<file path="src/rtl/uart_mmio_pkg.sv">
// rtl/uart_mmio_pkg.sv - shared FSM states, register offsets and STATUS bit map for mmio_uart_tx
package uart_mmio_pkg;

   typedef enum logic [2:0] {
      ST_IDLE   = 3'd0,
      ST_START  = 3'd1,
      ST_DATA   = 3'd2,
      ST_PARITY = 3'd3,
      ST_STOP   = 3'd4
   } uart_state_t;

   // Register offsets from BASE_ADDR
   localparam logic [31:0] TXDATA_OFS = 32'h0;
   localparam logic [31:0] STATUS_OFS = 32'h4;

   // STATUS register bit positions
   localparam int STAT_EMPTY     = 0;
   localparam int STAT_FULL      = 1;
   localparam int STAT_BUSY      = 2;
   localparam int STAT_OVERFLOW  = 3;
   localparam int STAT_COUNT_LSB = 4;
   localparam int STAT_PARITY    = 12;

endpackage

</file>
<file path="src/rtl/sync_fifo.sv">
// rtl/sync_fifo.sv - synchronous FIFO with occupancy count
//
// Ports:
//   clk, reset     rising-edge clock, synchronous active-high reset
//   push, din      write strobe and data; ignored while full
//   pop, dout      read strobe and head data (dout valid while !empty); ignored while empty
//   full, empty    derived from the registered count
//   count          entries held, $clog2(DEPTH)+1 bits
module sync_fifo #(
   parameter int WIDTH = 8,
   parameter int DEPTH = 8
) (
   input  logic                     clk,
   input  logic                     reset,
   input  logic                     push,
   input  logic                     pop,
   input  logic [WIDTH-1:0]         din,
   output logic [WIDTH-1:0]         dout,
   output logic                     full,
   output logic                     empty,
   output logic [$clog2(DEPTH):0]   count
);

   localparam int AW = $clog2(DEPTH);
   localparam int CW = AW + 1;

   logic [WIDTH-1:0] mem [DEPTH];
   logic [AW-1:0]    wptr;
   logic [AW-1:0]    rptr;
   logic             do_push;
   logic             do_pop;

   assign full    = (count == CW'(DEPTH));
   assign empty   = (count == '0);
   assign do_push = push && !full;
   assign do_pop  = pop && !empty;
   assign dout    = mem[rptr];

   // Pointers wrap naturally because DEPTH is a power of two.
   always_ff @(posedge clk) begin
      if (reset) begin
         wptr  <= '0;
         rptr  <= '0;
         count <= '0;
      end else begin
         if (do_push) begin
            mem[wptr] <= din;
            wptr      <= wptr + AW'(1);
         end
         if (do_pop) begin
            rptr <= rptr + AW'(1);
         end
         case ({do_push, do_pop})
            2'b10:   count <= count + CW'(1);
            2'b01:   count <= count - CW'(1);
            default: count <= count;
         endcase
      end
   end

endmodule

</file>
<file path="src/rtl/mmio_uart_tx.sv">
// rtl/mmio_uart_tx.sv - memory-mapped UART transmitter with TX FIFO (optional parity: UART_PARITY_EN)
//
// Ports:
//   clk, reset        rising-edge clock, synchronous active-high reset
//   mem_write         store strobe, one cycle per store
//   mem_read          load strobe
//   addr, wdata       byte address and store data (wdata[7:0] used for TXDATA)
//   rdata             combinational load data, 0 unless a STATUS read hits
//   hit               combinational, addr falls in {BASE, BASE+4}
//   tx                serial line, idle high
//
// Registers: TXDATA at BASE+0 (write pushes a byte), STATUS at BASE+4
// (read: empty, full, busy, overflow, count, parity-present; write clears overflow).
// Defining UART_PARITY_EN inserts an even-parity bit between data and stop.
module mmio_uart_tx
   import uart_mmio_pkg::*;
#(
   parameter logic [31:0] BASE_ADDR    = 32'h0000_1000,
   parameter int          CLKS_PER_BIT = 16,
   parameter int          FIFO_DEPTH   = 8
) (
   input  logic        clk,
   input  logic        reset,
   input  logic        mem_write,
   input  logic        mem_read,
   input  logic [31:0] addr,
   input  logic [31:0] wdata,
   output logic [31:0] rdata,
   output logic        hit,
   output logic        tx
);

   localparam int CNTW = $clog2(FIFO_DEPTH) + 1;
   localparam int BW   = (CLKS_PER_BIT > 1) ? $clog2(CLKS_PER_BIT) : 1;

`ifdef UART_PARITY_EN
   localparam uart_state_t AFTER_DATA     = ST_PARITY;
   localparam logic        PARITY_PRESENT = 1'b1;
`else
   localparam uart_state_t AFTER_DATA     = ST_STOP;
   localparam logic        PARITY_PRESENT = 1'b0;
`endif

   // Decode
   logic txdata_wr;
   logic status_wr;
   logic status_rd;

   assign hit       = (addr[31:3] == BASE_ADDR[31:3]);
   assign txdata_wr = mem_write && (addr == BASE_ADDR + TXDATA_OFS);
   assign status_wr = mem_write && (addr == BASE_ADDR + STATUS_OFS);
   assign status_rd = mem_read && hit && addr[2];

   logic unused_wdata;
   assign unused_wdata = ^wdata[31:8];

   // TX FIFO
   logic            fifo_pop;
   logic [7:0]      fifo_dout;
   logic            fifo_full;
   logic            fifo_empty;
   logic [CNTW-1:0] fifo_count;

   sync_fifo #(
      .WIDTH (8),
      .DEPTH (FIFO_DEPTH)
   ) u_fifo (
      .clk   (clk),
      .reset (reset),
      .push  (txdata_wr),
      .pop   (fifo_pop),
      .din   (wdata[7:0]),
      .dout  (fifo_dout),
      .full  (fifo_full),
      .empty (fifo_empty),
      .count (fifo_count)
   );

   // Sticky overflow. fifo_full is the registered flag, so a store that meets
   // a full FIFO is dropped even if the FSM pops on the same edge; a set on
   // the same edge as a clearing STATUS write takes priority.
   logic overflow;

   always_ff @(posedge clk) begin
      if (reset) begin
         overflow <= 1'b0;
      end else if (txdata_wr && fifo_full) begin
         overflow <= 1'b1;
      end else if (status_wr) begin
         overflow <= 1'b0;
      end
   end

   // Transmit FSM
   uart_state_t   state, state_n;
   logic [BW-1:0] baud_cnt, baud_n;
   logic [2:0]    bit_idx, idx_n;
   logic [7:0]    shift, shift_n;
   logic          bit_done;
`ifdef UART_PARITY_EN
   logic          parity_bit, parity_n;
`endif

   assign bit_done = (baud_cnt == BW'(CLKS_PER_BIT - 1));

   always_ff @(posedge clk) begin
      if (reset) begin
         state    <= ST_IDLE;
         baud_cnt <= '0;
         bit_idx  <= '0;
         shift    <= '0;
`ifdef UART_PARITY_EN
         parity_bit <= 1'b0;
`endif
      end else begin
         state    <= state_n;
         baud_cnt <= baud_n;
         bit_idx  <= idx_n;
         shift    <= shift_n;
`ifdef UART_PARITY_EN
         parity_bit <= parity_n;
`endif
      end
   end

   always_comb begin
      state_n  = state;
      baud_n   = baud_cnt;
      idx_n    = bit_idx;
      shift_n  = shift;
      fifo_pop = 1'b0;
      tx       = 1'b1;
`ifdef UART_PARITY_EN
      parity_n = parity_bit;
`endif
      if (state != ST_IDLE) begin
         baud_n = bit_done ? '0 : baud_cnt + BW'(1);
      end
      unique case (state)
         ST_IDLE: begin
            if (!fifo_empty) begin
               fifo_pop = 1'b1;
               shift_n  = fifo_dout;
               baud_n   = '0;
               idx_n    = '0;
               state_n  = ST_START;
`ifdef UART_PARITY_EN
               // Data shifts out of the register, so capture parity at pop time.
               parity_n = ^fifo_dout;
`endif
            end
         end
         ST_START: begin
            tx = 1'b0;
            if (bit_done) begin
               state_n = ST_DATA;
               idx_n   = '0;
            end
         end
         ST_DATA: begin
            tx = shift[0];
            if (bit_done) begin
               shift_n = {1'b0, shift[7:1]};
               idx_n   = bit_idx + 3'd1;
               if (bit_idx == 3'd7) begin
                  state_n = AFTER_DATA;
               end
            end
         end
`ifdef UART_PARITY_EN
         ST_PARITY: begin
            tx = parity_bit;
            if (bit_done) begin
               state_n = ST_STOP;
            end
         end
`endif
         ST_STOP: begin
            tx = 1'b1;
            if (bit_done) begin
               state_n = ST_IDLE;
            end
         end
         default: begin
            state_n = ST_IDLE;
         end
      endcase
   end

   // STATUS read mux
   logic [31:0] status;

   always_comb begin
      status                          = '0;
      status[STAT_EMPTY]              = fifo_empty;
      status[STAT_FULL]               = fifo_full;
      status[STAT_BUSY]               = (state != ST_IDLE);
      status[STAT_OVERFLOW]           = overflow;
      status[STAT_COUNT_LSB +: 8]     = 8'(fifo_count);
      status[STAT_PARITY]             = PARITY_PRESENT;
   end

   assign rdata = status_rd ? status : 32'h0;

endmodule
</file>
<file path="config.mk">
export PLATFORM = sky130hd
export DESIGN_NAME = mmio_uart_tx
export DESIGN_NICKNAME = d
export VERILOG_FILES = /design/src/rtl/uart_mmio_pkg.sv /design/src/rtl/sync_fifo.sv /design/src/rtl/mmio_uart_tx.sv
export SDC_FILE = /design/constraint.sdc
export NUM_CORES = 1
export LEC_CHECK = 0
export ABC_CLOCK_PERIOD_IN_PS = 6200
export CAP_MARGIN = 30
export CORE_MARGIN = 8
export CORE_UTILIZATION = 35
export DETAILED_ROUTE_END_ITERATION = 16
export SETUP_SLACK_MARGIN = 0.02
export SYNTH_ARGS = -nofsm -noshare
export SYNTH_HDL_FRONTEND = slang
export SYNTH_SLANG_ARGS = --single-unit
</file>
<file path="constraint.sdc">
create_clock -name clk -period 6.2 [get_ports clk]
set_clock_uncertainty 0.1 [all_clocks]
set_input_delay 1.24 -clock clk [delete_from_list [all_inputs] [get_ports clk]]
set_output_delay 1.24 -clock clk [all_outputs]
set_load 0.005 [all_outputs]
</file>
==> results of run 1 <==
how the worst max path moves through the flow:
stage / startpoint / endpoint / slack (ns)
CTS: addr[13] / rdata[1] / 1.35
global placement: addr[13] / rdata[1] / 1.39
detailed placement: addr[13] / rdata[1] / 1.35
finish: addr[13] / rdata[1] / 1.39
floorplan: addr[5] / u_fifo.count[3]$_SDFFE_PP0P_ / 2.32
global route: addr[13] / rdata[1] / 1.23
synthesized netlist by cell type, types with 2 or more instances:
cell and n:
a211oi_1 2, a21oi_1 10, a221o_1 7, and2_1 3, buf_1 3, buf_2 5, buf_4 25, clkbuf_1 9
dfxtp_1 32, edfxtp_1 64, ha_1 8, inv_1 8, mux2i_1 12, mux4_2 16, nand2_1 20, nand2b_1 8
nand3_1 4, nand3b_1 2, nand4_1 3, nand4b_1 2, nor2_1 33, nor3_1 10, nor4_1 18, nor4b_1 2
nor4b_2 3, o21ai_0 2, o31ai_1 2, or2_2 2, or3_1 3, or4_1 3, xor2_1 4
area by class of cell:
class	instances	area, sq um
fill	1185	7130
sequential	96	2560
multi-input combinational	225	1730
timing repair buffer	60	603
clock buffer	10	229
tap	172	215
clock inverter	6	66.3
inverter	8	30.0
cells in the final DEF (no fill, tap or decap), types with 4 or more instances in the layout:
cell,instances
xor2_1,4
dfxtp_1,32
a21oi_1,10
nand2_1,20
buf_4,6
clkbuf_16,9
nand2b_1,8
ha_1,8
conb_1,24
a221o_1,7
clkdlybuf4s50_1,53
inv_1,8
mux2i_1,12
nor3_1,7
edfxtp_1,64
nand3_1,4
nor2_1,33
mux4_2,16
nor4_1,18
sequential cells by signal (all words and copies together), names as in the netlist, named ones only:
signal,cells
u_fifo.wptr,3
bit_idx,3
shift,8
state,3
u_fifo.count,4
baud_cnt,4
u_fifo.rptr,3
u_fifo.mem,64
overflow,1
stage by stage:
| stage | util | hold slack, ns | instance area, sq um |
|---|---|---|---|
| 2_1_floorplan | - | 0.324 | 4580 |
| 3_3_place_gp | 0.406 | 0.340 | 5110 |
| 3_5_place_dp | 0.409 | 0.358 | 5140 |
| 4_1_cts | 0.433 | 0.370 | 5440 |
| 5_1_grt | 0.433 | 0.395 | 5440 |
| 6_report | 0.433 | 0.371 | 5440 |
cells by family after synthesis:
kind of cell | after synthesis | synth area share
DFF | 96 | 0.571
AOI/OAI and AO/OA | 34 | 0.0582
xor gates and xnor gates | 5 | 0.00975
muxes | 30 | 0.115
adders and majority gates | 9 | 0.0267
and+or+nand+nor | 123 | 0.153
buffers and inverters | 51 | 0.0666
other | 1 | 0.000835
where the power goes:
part / total, uW / internal [uW] / switching (uW)
sequential: 681 / 681 / 0.000000891
clock: 550 / 314 / 236
combinational: 51.4 / 28.1 / 23.3
per-layer routing:
layer	vias up	wire length (um)	GRT usage
li1	1384	-	-
met1	1413	4050	0.135
met2	77	4610	0.196
met3	12	575	0.0304
met4	0	137	0.0435
met5	-	0	0
worst max-delay path: cells and delay by family:
kind          cells  cell delay [ns]
buf+inv           2             0.95
simple gates      4             1.28
==> impl_metrics.tcl, run 1 <==
set metrics [dict create \
    regToRegSetupSlack_ns 2.99 \
    drc_errors 0 \
    end_kind "primary output" \
    crit_required_ns 4.86 \
    clkLatencyLatePin_ns 0.34 \
    yosysTopAreaCell "edfxtp_1" \
    wl_per_cell_um 16.2 \
    cts.reportedPaths.clkPinSlew_ns 0.06 \
    drive_above_1_share 0.131 \
    min_path_type "reg -> reg" \
    crit_path_max_fanout 8 \
    grt_pass1_wl_um 14900 \
    cp_cell_sequence "clkdlybuf4s50_1 -> nor4b_2 -> nand4_1 -> or3_1 -> nor2_1 -> clkdlybuf4s50_1" \
    peakVddDrop_mv 0.182 \
    avgSynthCellArea_sq_um 12.9 \
    ant_nets 0 \
    timing.rr.end "u_fifo.count[3]$_SDFFE_PP0P_" \
    num_vias 2886 \
    io_buffer_count 53 \
    numCtsBuffers 9 \
    syn_to_final_growth_pct 21.1 \
    synth_top_flop_cell "edfxtp_1" \
    layout.nets 477 \
    tns_ns 0 \
    drt_iter0_markers 181 \
    drv_slew 0 \
    grt_pass1_vias 2909 \
    clockBufferDepth 2 \
    outcome "completed" \
    min_to "bit_idx[2]$_SDFFE_PP0P_" \
    post-place-cells 561 \
    synth_top_area_frac 0.428 \
    hpwl_um 6610 \
    synth_area_leaders "edfxtp_1, dfxtp_1, mux4_2" \
    ys_warn_count 0 \
    setup_viol 0 \
    rows 41 \
    ys_seq_elements 96 \
    fin_ws_ns 1.39 \
    rsz0062_at_grt "false" \
    diodes 0 \
    critPathMostFrequentCell "clkdlybuf4s50_1" \
    grt_antenna_before_repair 0 \
    synth.distinct_cells 55 \
    power_density_nw_per_um2 236 \
    totalPowerFinal_uw 1280 \
    htreeDepth 3 \
    hold_viol_final 0 \
    gp_congestion 0.730 \
    drv_cap 0 \
    ys_seq_area_frac 0.571 \
    netlist_area_sq_um 4490 \
    vias_per_cell 5.00 \
    dp_slack_ns 1.35 \
    crit_type "in -> out" \
    hp-start "bit_idx[2]$_SDFFE_PP0P_" \
    hold_buffers 0 \
    initial_core_util 0.357 \
    hold_depth 2 \
    worstPathArrival_ns 3.47 \
    worstMarginPinSlew_ns 0.887 \
    rr_worst_depth 9 \
    synthCells 349 \
    max_freq_ghz 0.208 \
    core-area_sq_um 12600 \
    post_cts_buffers 0 \
    startpoint_type "primary input" \
    slowest_stage "or3_1" \
    min_period_ns 4.81 \
    final_cell_count_no_fill 577 \
    slew_headroom 0.406 \
    dr.pass1.iters 4 \
    dieArea_sq_um 16700 \
    synth_edf_count 64 \
    r2r_start "u_fifo.count[0]$_SDFFE_PP0P_" \
    grt_usage 0.115 \
    drt_wl_total_um 9370 \
    die_w_um 129 \
    ios 102 \
    grt_max_degree 23 \
    post_cts_resized 0 \
    overflow 0 \
    clockRootBuffer "clkbuf_16" \
    synth-async-reset-ratio 0 \
    die_height_um 129 \
    p_leak_uw 0.00177 \
    cts.sink_count 96 \
    slowest_delay_ns 0.55 \
    period_share 0.776 \
    cts_tree "yes" \
]
No activity file was read; power rests on OpenSTA's default activity.
==> run 2, diff against run 1 <==
--- a/config.mk
+++ b/config.mk
@@ -5,7 +5,7 @@
 export SDC_FILE = /design/constraint.sdc
 export NUM_CORES = 1
 export LEC_CHECK = 0
-export ABC_CLOCK_PERIOD_IN_PS = 6200
+export ABC_CLOCK_PERIOD_IN_PS = 3920
 export CAP_MARGIN = 30
 export CORE_MARGIN = 8
 export CORE_UTILIZATION = 35
==> constraint.sdc (replaced) <==
create_clock -name clk -period 3.92 [get_ports clk]
set_clock_uncertainty 0.1 [all_clocks]
set_input_delay 0.784 -clock clk [delete_from_list [all_inputs] [get_ports clk]]
set_output_delay 0.784 -clock clk [all_outputs]
set_load 0.005 [all_outputs]
==> run 2 against run 1 <==
First-iteration DRC count increased by 24%. Hold slack got worse by 0.0098 ns. Utilization increased by 0.20 points. Sequential power increased by 59%. Via count increased by 0.59%. Global-route usage increased by 0.19 points. Critical endpoint unchanged.
==> impl_metrics.tcl, run 2 (same netlist as run 1, synthesis figures left out) <==
set metrics [dict create \
    outcome "completed" \
    grt_max_degree 20 \
    timing.rr.end "u_fifo.count[3]$_SDFFE_PP0P_" \
    reg_top3 "u_fifo.mem: 64 flops, shift: 8 flops" \
    clockBufferDepth 2 \
    critPathMostFrequentCell "clkdlybuf4s50_1" \
    syn_to_final_growth_pct 21.6 \
    cts.sink_count 96 \
    rows 41 \
    clkLatencyLatePin_ns 0.34 \
    gp_congestion 0.739 \
    drv_cap 0 \
    ios 102 \
    fill_cells 1182 \
    post_cts_resized 0 \
    max_freq_ghz 0.267 \
    core-area_sq_um 12600 \
    die_w_um 129 \
    use_met3 0.0362 \
    grtUsageMet1 0.137 \
    clockRootBuffer "clkbuf_16" \
    postPlaceCellArea_sq_um 5170 \
    drt_wl_total_um 9350 \
    rr_worst_depth 8 \
    drc_errors 0 \
    die_height_um 129 \
    final_cell_mix "edfxtp_1, clkdlybuf4s50_1, nor2_1" \
    post_cts_buffers 0 \
    cp_cell_sequence "clkdlybuf4s50_1 -> nor4b_2 -> nand4_1 -> or3_4 -> nor2_1 -> clkdlybuf4s50_1" \
    hold_viol_final 0 \
    p_leak_uw 0.00179 \
    cp.depth 6 \
    regMostFlops "u_fifo.mem" \
    setup_viol 0 \
    grt_usage 0.117 \
    r2r_start "state[1]$_SDFFE_PP0P_" \
    min_to "shift[7]$_SDFFE_PP0P_" \
    worstSetupStartpoint "addr[13]" \
    dieArea_sq_um 16700 \
    fin_ws_ns 0.168 \
    final_cell_count_no_fill 585 \
    dr.pass1.iters 4 \
    slowest_delay_ns 0.51 \
    end_kind "primary output" \
    drt_iter0_markers 224 \
    worstPathArrival_ns 2.87 \
    period_share 0.957 \
    min_path_type "reg -> reg" \
    slew_headroom 0.473 \
    layout_commonest_cell "edfxtp_1" \
    hp-start "shift[7]$_SDFFE_PP0P_" \
    worstMarginPinSlew_ns 0.790 \
    slowest_stage "clkdlybuf4s50_1" \
    drive_above_1_share 0.153 \
    cts.reportedPaths.clkPinSlew_ns 0.06 \
    diodes 0 \
    tns_ns 0 \
    crit_path_max_fanout 6 \
    io_buffer_count 53 \
    crit_required_ns 3.04 \
    rsz0062_at_grt "false" \
    use_met2 0.198 \
    fin_util 0.435 \
    numCtsBuffers 9 \
    wl_per_cell_um 16.0 \
    layout.nets 485 \
    drv_slew 0 \
    timing.critical_path.buf_inv 2 \
    fin_area_sq_um 5460 \
    startpoint_type "primary input" \
    htreeDepth 3 \
    grt_pass1_vias 2994 \
    initial_core_util 0.357 \
    power_density_nw_per_um2 358 \
    min_period_ns 3.75 \
    crit_family "simple AND/OR/NAND/NOR gates" \
    grt_antenna_before_repair 0 \
    num_vias 2903 \
    post-place-cells 569 \
    hold_depth 1 \
    peakVddDrop_mv 0.291 \
    grt_busiest_layer "met2" \
    grt_pass1_wl_um 15000 \
    regToRegSetupSlack_ns 0.97 \
    overflow 0 \
    hold_buffers 0 \
    cts_tree "yes" \
    vias_per_cell 4.96 \
    hpwl_um 6570 \
    crit_type "in -> out" \
    largest_reg_flops 64 \
    dp_slack_ns 0.0247 \
    ant_nets 0 \
]
[run 2: cell types whose count changed in the layout (fill, tap and decap cells not counted), sizes merged]
cell,change
buf,+8
clkinvlp,+2
inv,-1
bufinv,-1
[run 2: area by class of cell]
type / instances / area (sq um) / area share
inverter: 8 / 30.0 / 0.00550
clock buffer: 10 / 229 / 0.0419
tap: 172 / 215 / 0.0394
sequential: 96 / 2560 / 0.469
clock inverter: 6 / 43.8 / 0.00802
multi-input combinational: 225 / 1740 / 0.318
timing repair buffer: 68 / 643 / 0.118
[run 2: per-layer routing]
layer | share of wire | wire, um
met1 | 0.43 | 4030
met2 | 0.50 | 4660
met3 | 0.058 | 546
met4 | 0.012 | 110
met5 | 0 | 0
[run 2: how the worst max path moves through the flow]
stage	end	slack, ns
floorplan	u_fifo.count[3]$_SDFFE_PP0P_	0.50
detailed placement	u_fifo.count[3]$_SDFFE_PP0P_	0.02
global placement	u_fifo.count[3]$_SDFFE_PP0P_	0.07
global route	rdata[3]	0.08
CTS	rdata[1]	0.08
finish	rdata[1]	0.17
[run 2: power by group]
part	internal, uW	switching, uW
Clock	431	366
Combinational	45.6	37.3
Sequential	1080	0.00000140
[run 2: metrics by stage]
stage	hold WS (ns)	total power [uW]
floorplan	0.324	1140
global placement	0.341	1180
detailed placement	0.345	1180
CTS	0.364	1980
global route	0.387	2030
finish	0.361	1960
[run 2: worst reg2reg max path, stage by stage, from the launching register on]
cell and delay [ns]:
dfxtp_1 0.52, or3_1 0.56, nor2_1 0.27, ha_1 0.21
ha_1 0.23, a21o_2 0.20, a21oi_1 0.17, mux2i_1 0.23
mux2_2 0.35
==> run 3, diff against run 2 <==
--- a/config.mk
+++ b/config.mk
@@ -8,8 +8,9 @@
 export ABC_CLOCK_PERIOD_IN_PS = 3920
 export CAP_MARGIN = 30
 export CORE_MARGIN = 8
-export CORE_UTILIZATION = 35
+export CORE_UTILIZATION = 45
 export DETAILED_ROUTE_END_ITERATION = 16
+export PLACE_DENSITY = 0.86
 export SETUP_SLACK_MARGIN = 0.02
 export SYNTH_ARGS = -nofsm -noshare
 export SYNTH_HDL_FRONTEND = slang
==> run 3 against run 2 <==
Sequential share of layout area rose by 1.0 points. Via count is 3.5% higher. Count of clock-buffer cells in the layout down 1. Final cell count shrank 6.5%.
==> impl_metrics.tcl, run 3 (same netlist as run 1, synthesis figures left out) <==
set metrics [dict create \
    die_w_um 116 \
    worstMarginPinSlew_ns 0.741 \
    die_height_um 116 \
    reg_top3 "u_fifo.mem: 64 flops, shift: 8 flops" \
    syn_to_final_growth_pct 19.0 \
    dieArea_sq_um 13400 \
    gp_congestion 0.803 \
    drv_slew 0 \
    io_buffer_count 53 \
    vias_per_cell 5.49 \
    hpwl_um 6730 \
    regMostFlops "u_fifo.mem" \
    p_leak_uw 0.00178 \
    grt_pass1_wl_um 14900 \
    peakVddDrop_mv 0.273 \
    max_freq_ghz 0.266 \
    diodes 0 \
    drive_above_1_share 0.152 \
    initial_core_util 0.462 \
    startpoint_type "primary input" \
    end_kind "primary output" \
    fill_cells 774 \
    layout_commonest_cell "edfxtp_1" \
    crit_type "in -> out" \
    crit_path_max_fanout 6 \
    postPlaceCellArea_sq_um 5120 \
    final_cell_mix "edfxtp_1, clkdlybuf4s50_1, nor2_1" \
    drv_cap 0 \
    rows 36 \
    worstPathArrival_ns 2.88 \
    wl_per_cell_um 17.0 \
    outcome "completed" \
    setup_viol 0 \
    core-area_sq_um 9730 \
    largest_reg_flops 64 \
    regToRegSetupSlack_ns 0.96 \
    hold_buffers 0 \
    num_vias 3004 \
    grt_usage 0.144 \
    clkLatencyLatePin_ns 0.37 \
    period_share 0.960 \
    numCtsBuffers 9 \
    clockRootBuffer "clkbuf_8" \
    grt_max_degree 21 \
    fin_area_sq_um 5350 \
    layout.nets 486 \
    drc_errors 0 \
    min_path_type "reg -> reg" \
    clockBufferDepth 2 \
    min_period_ns 3.76 \
    grt_pass1_vias 3044 \
    grt_antenna_before_repair 0 \
    dr.pass1.iters 4 \
    tns_ns 0 \
    overflow 0 \
    slew_headroom 0.505 \
    cts.reportedPaths.clkPinSlew_ns 0.10 \
    drt_wl_total_um 9320 \
    cts.sink_count 96 \
    ant_nets 0 \
    crit_required_ns 3.04 \
    hold_viol_final 0 \
    cts_tree "yes" \
    power_density_nw_per_um2 337 \
    htreeDepth 3 \
    rsz0062_at_grt "false" \
    ios 102 \
    drt_iter0_markers 224 \
]
## run 3: cell count changes in the layout (fill, tap and decap cells not counted), sizes merged
cell and change:
inv +4, buf +1, clkinvlp -3, clkbuf -1
## run 3: per-stage QoR
| stage | worst slack, ns | total power [uW] | hold slack, ns | std cells | util |
|---|---|---|---|---|---|
| floorplan | 0.496 | 1140 | 0.324 | 372 | - |
| global placement | 0.0146 | 1180 | 0.344 | 529 | 0.525 |
| detailed placement | -0.0968 | 1180 | 0.345 | 530 | 0.527 |
| CTS | 0.0676 | 1810 | 0.369 | 547 | 0.548 |
| global route | 0.00413 | 1860 | 0.404 | 547 | 0.549 |
| finish | 0.155 | 1800 | 0.368 | 547 | 0.549 |
## run 3: power by group
group | internal, uW | leakage, uW | total [uW] | switching [uW]
Clock | 256 | 0.000100 | 642 | 386
Sequential | 1080 | 0.000833 | 1080 | 0.00000139
Combinational | 45.1 | 0.000844 | 82.2 | 37.1
## run 3: path summary, 6_finish.rpt
kind                         startpoint                            to  cells after the start
setup / recovery               addr[20]                      rdata[6]                      7
hold / removal    shift[7]$_SDFFE_PP0P_         shift[7]$_SDFFE_PP0P_                      1
setup reg to reg  state[1]$_SDFFE_PP0P_  u_fifo.count[3]$_SDFFE_PP0P_                      8
hold reg to reg   shift[7]$_SDFFE_PP0P_         shift[7]$_SDFFE_PP0P_                      1
## run 3: routing by layer
| metal | vias up | global-route usage | wire length [um] |
|---|---|---|---|
| li1 | 1404 | - | - |
| met1 | 1470 | 0.163 | 3670 |
| met2 | 112 | 0.251 | 4820 |
| met3 | 18 | 0.0281 | 605 |
| met4 | 0 | 0.0769 | 230 |
| met5 | - | 0 | 0 |
## run 3: critical path: stages
cell and delay [ns]:
clkdlybuf4s50_1 0.45, nor4_1 0.36, nand4_2 0.23, buf_4 0.20, nor3_1 0.21, and2_1 0.16
clkdlybuf4s50_1 0.49
## run 3: timing repair
item / 4_1_cts / 5_1_grt
endpoints found under the setup margin: 5 / 6
resized for setup: 0 / 2
buffers inserted: 1 / 0
pin swaps: 1 / 2
## run 3: cell type report
| cell class | instances | area, sq um | share of cell area |
|---|---|---|---|
| flip-flops and latches | 96 | 2560 | 0.479 |
| multi-input cells | 225 | 1730 | 0.323 |
| repair buffers | 69 | 658 | 0.123 |
| well taps | 133 | 166 | 0.0311 |
| clock buffers | 9 | 124 | 0.0232 |
| clock inverters | 7 | 77.6 | 0.0145 |
| inverters | 8 | 30.0 | 0.00562 |
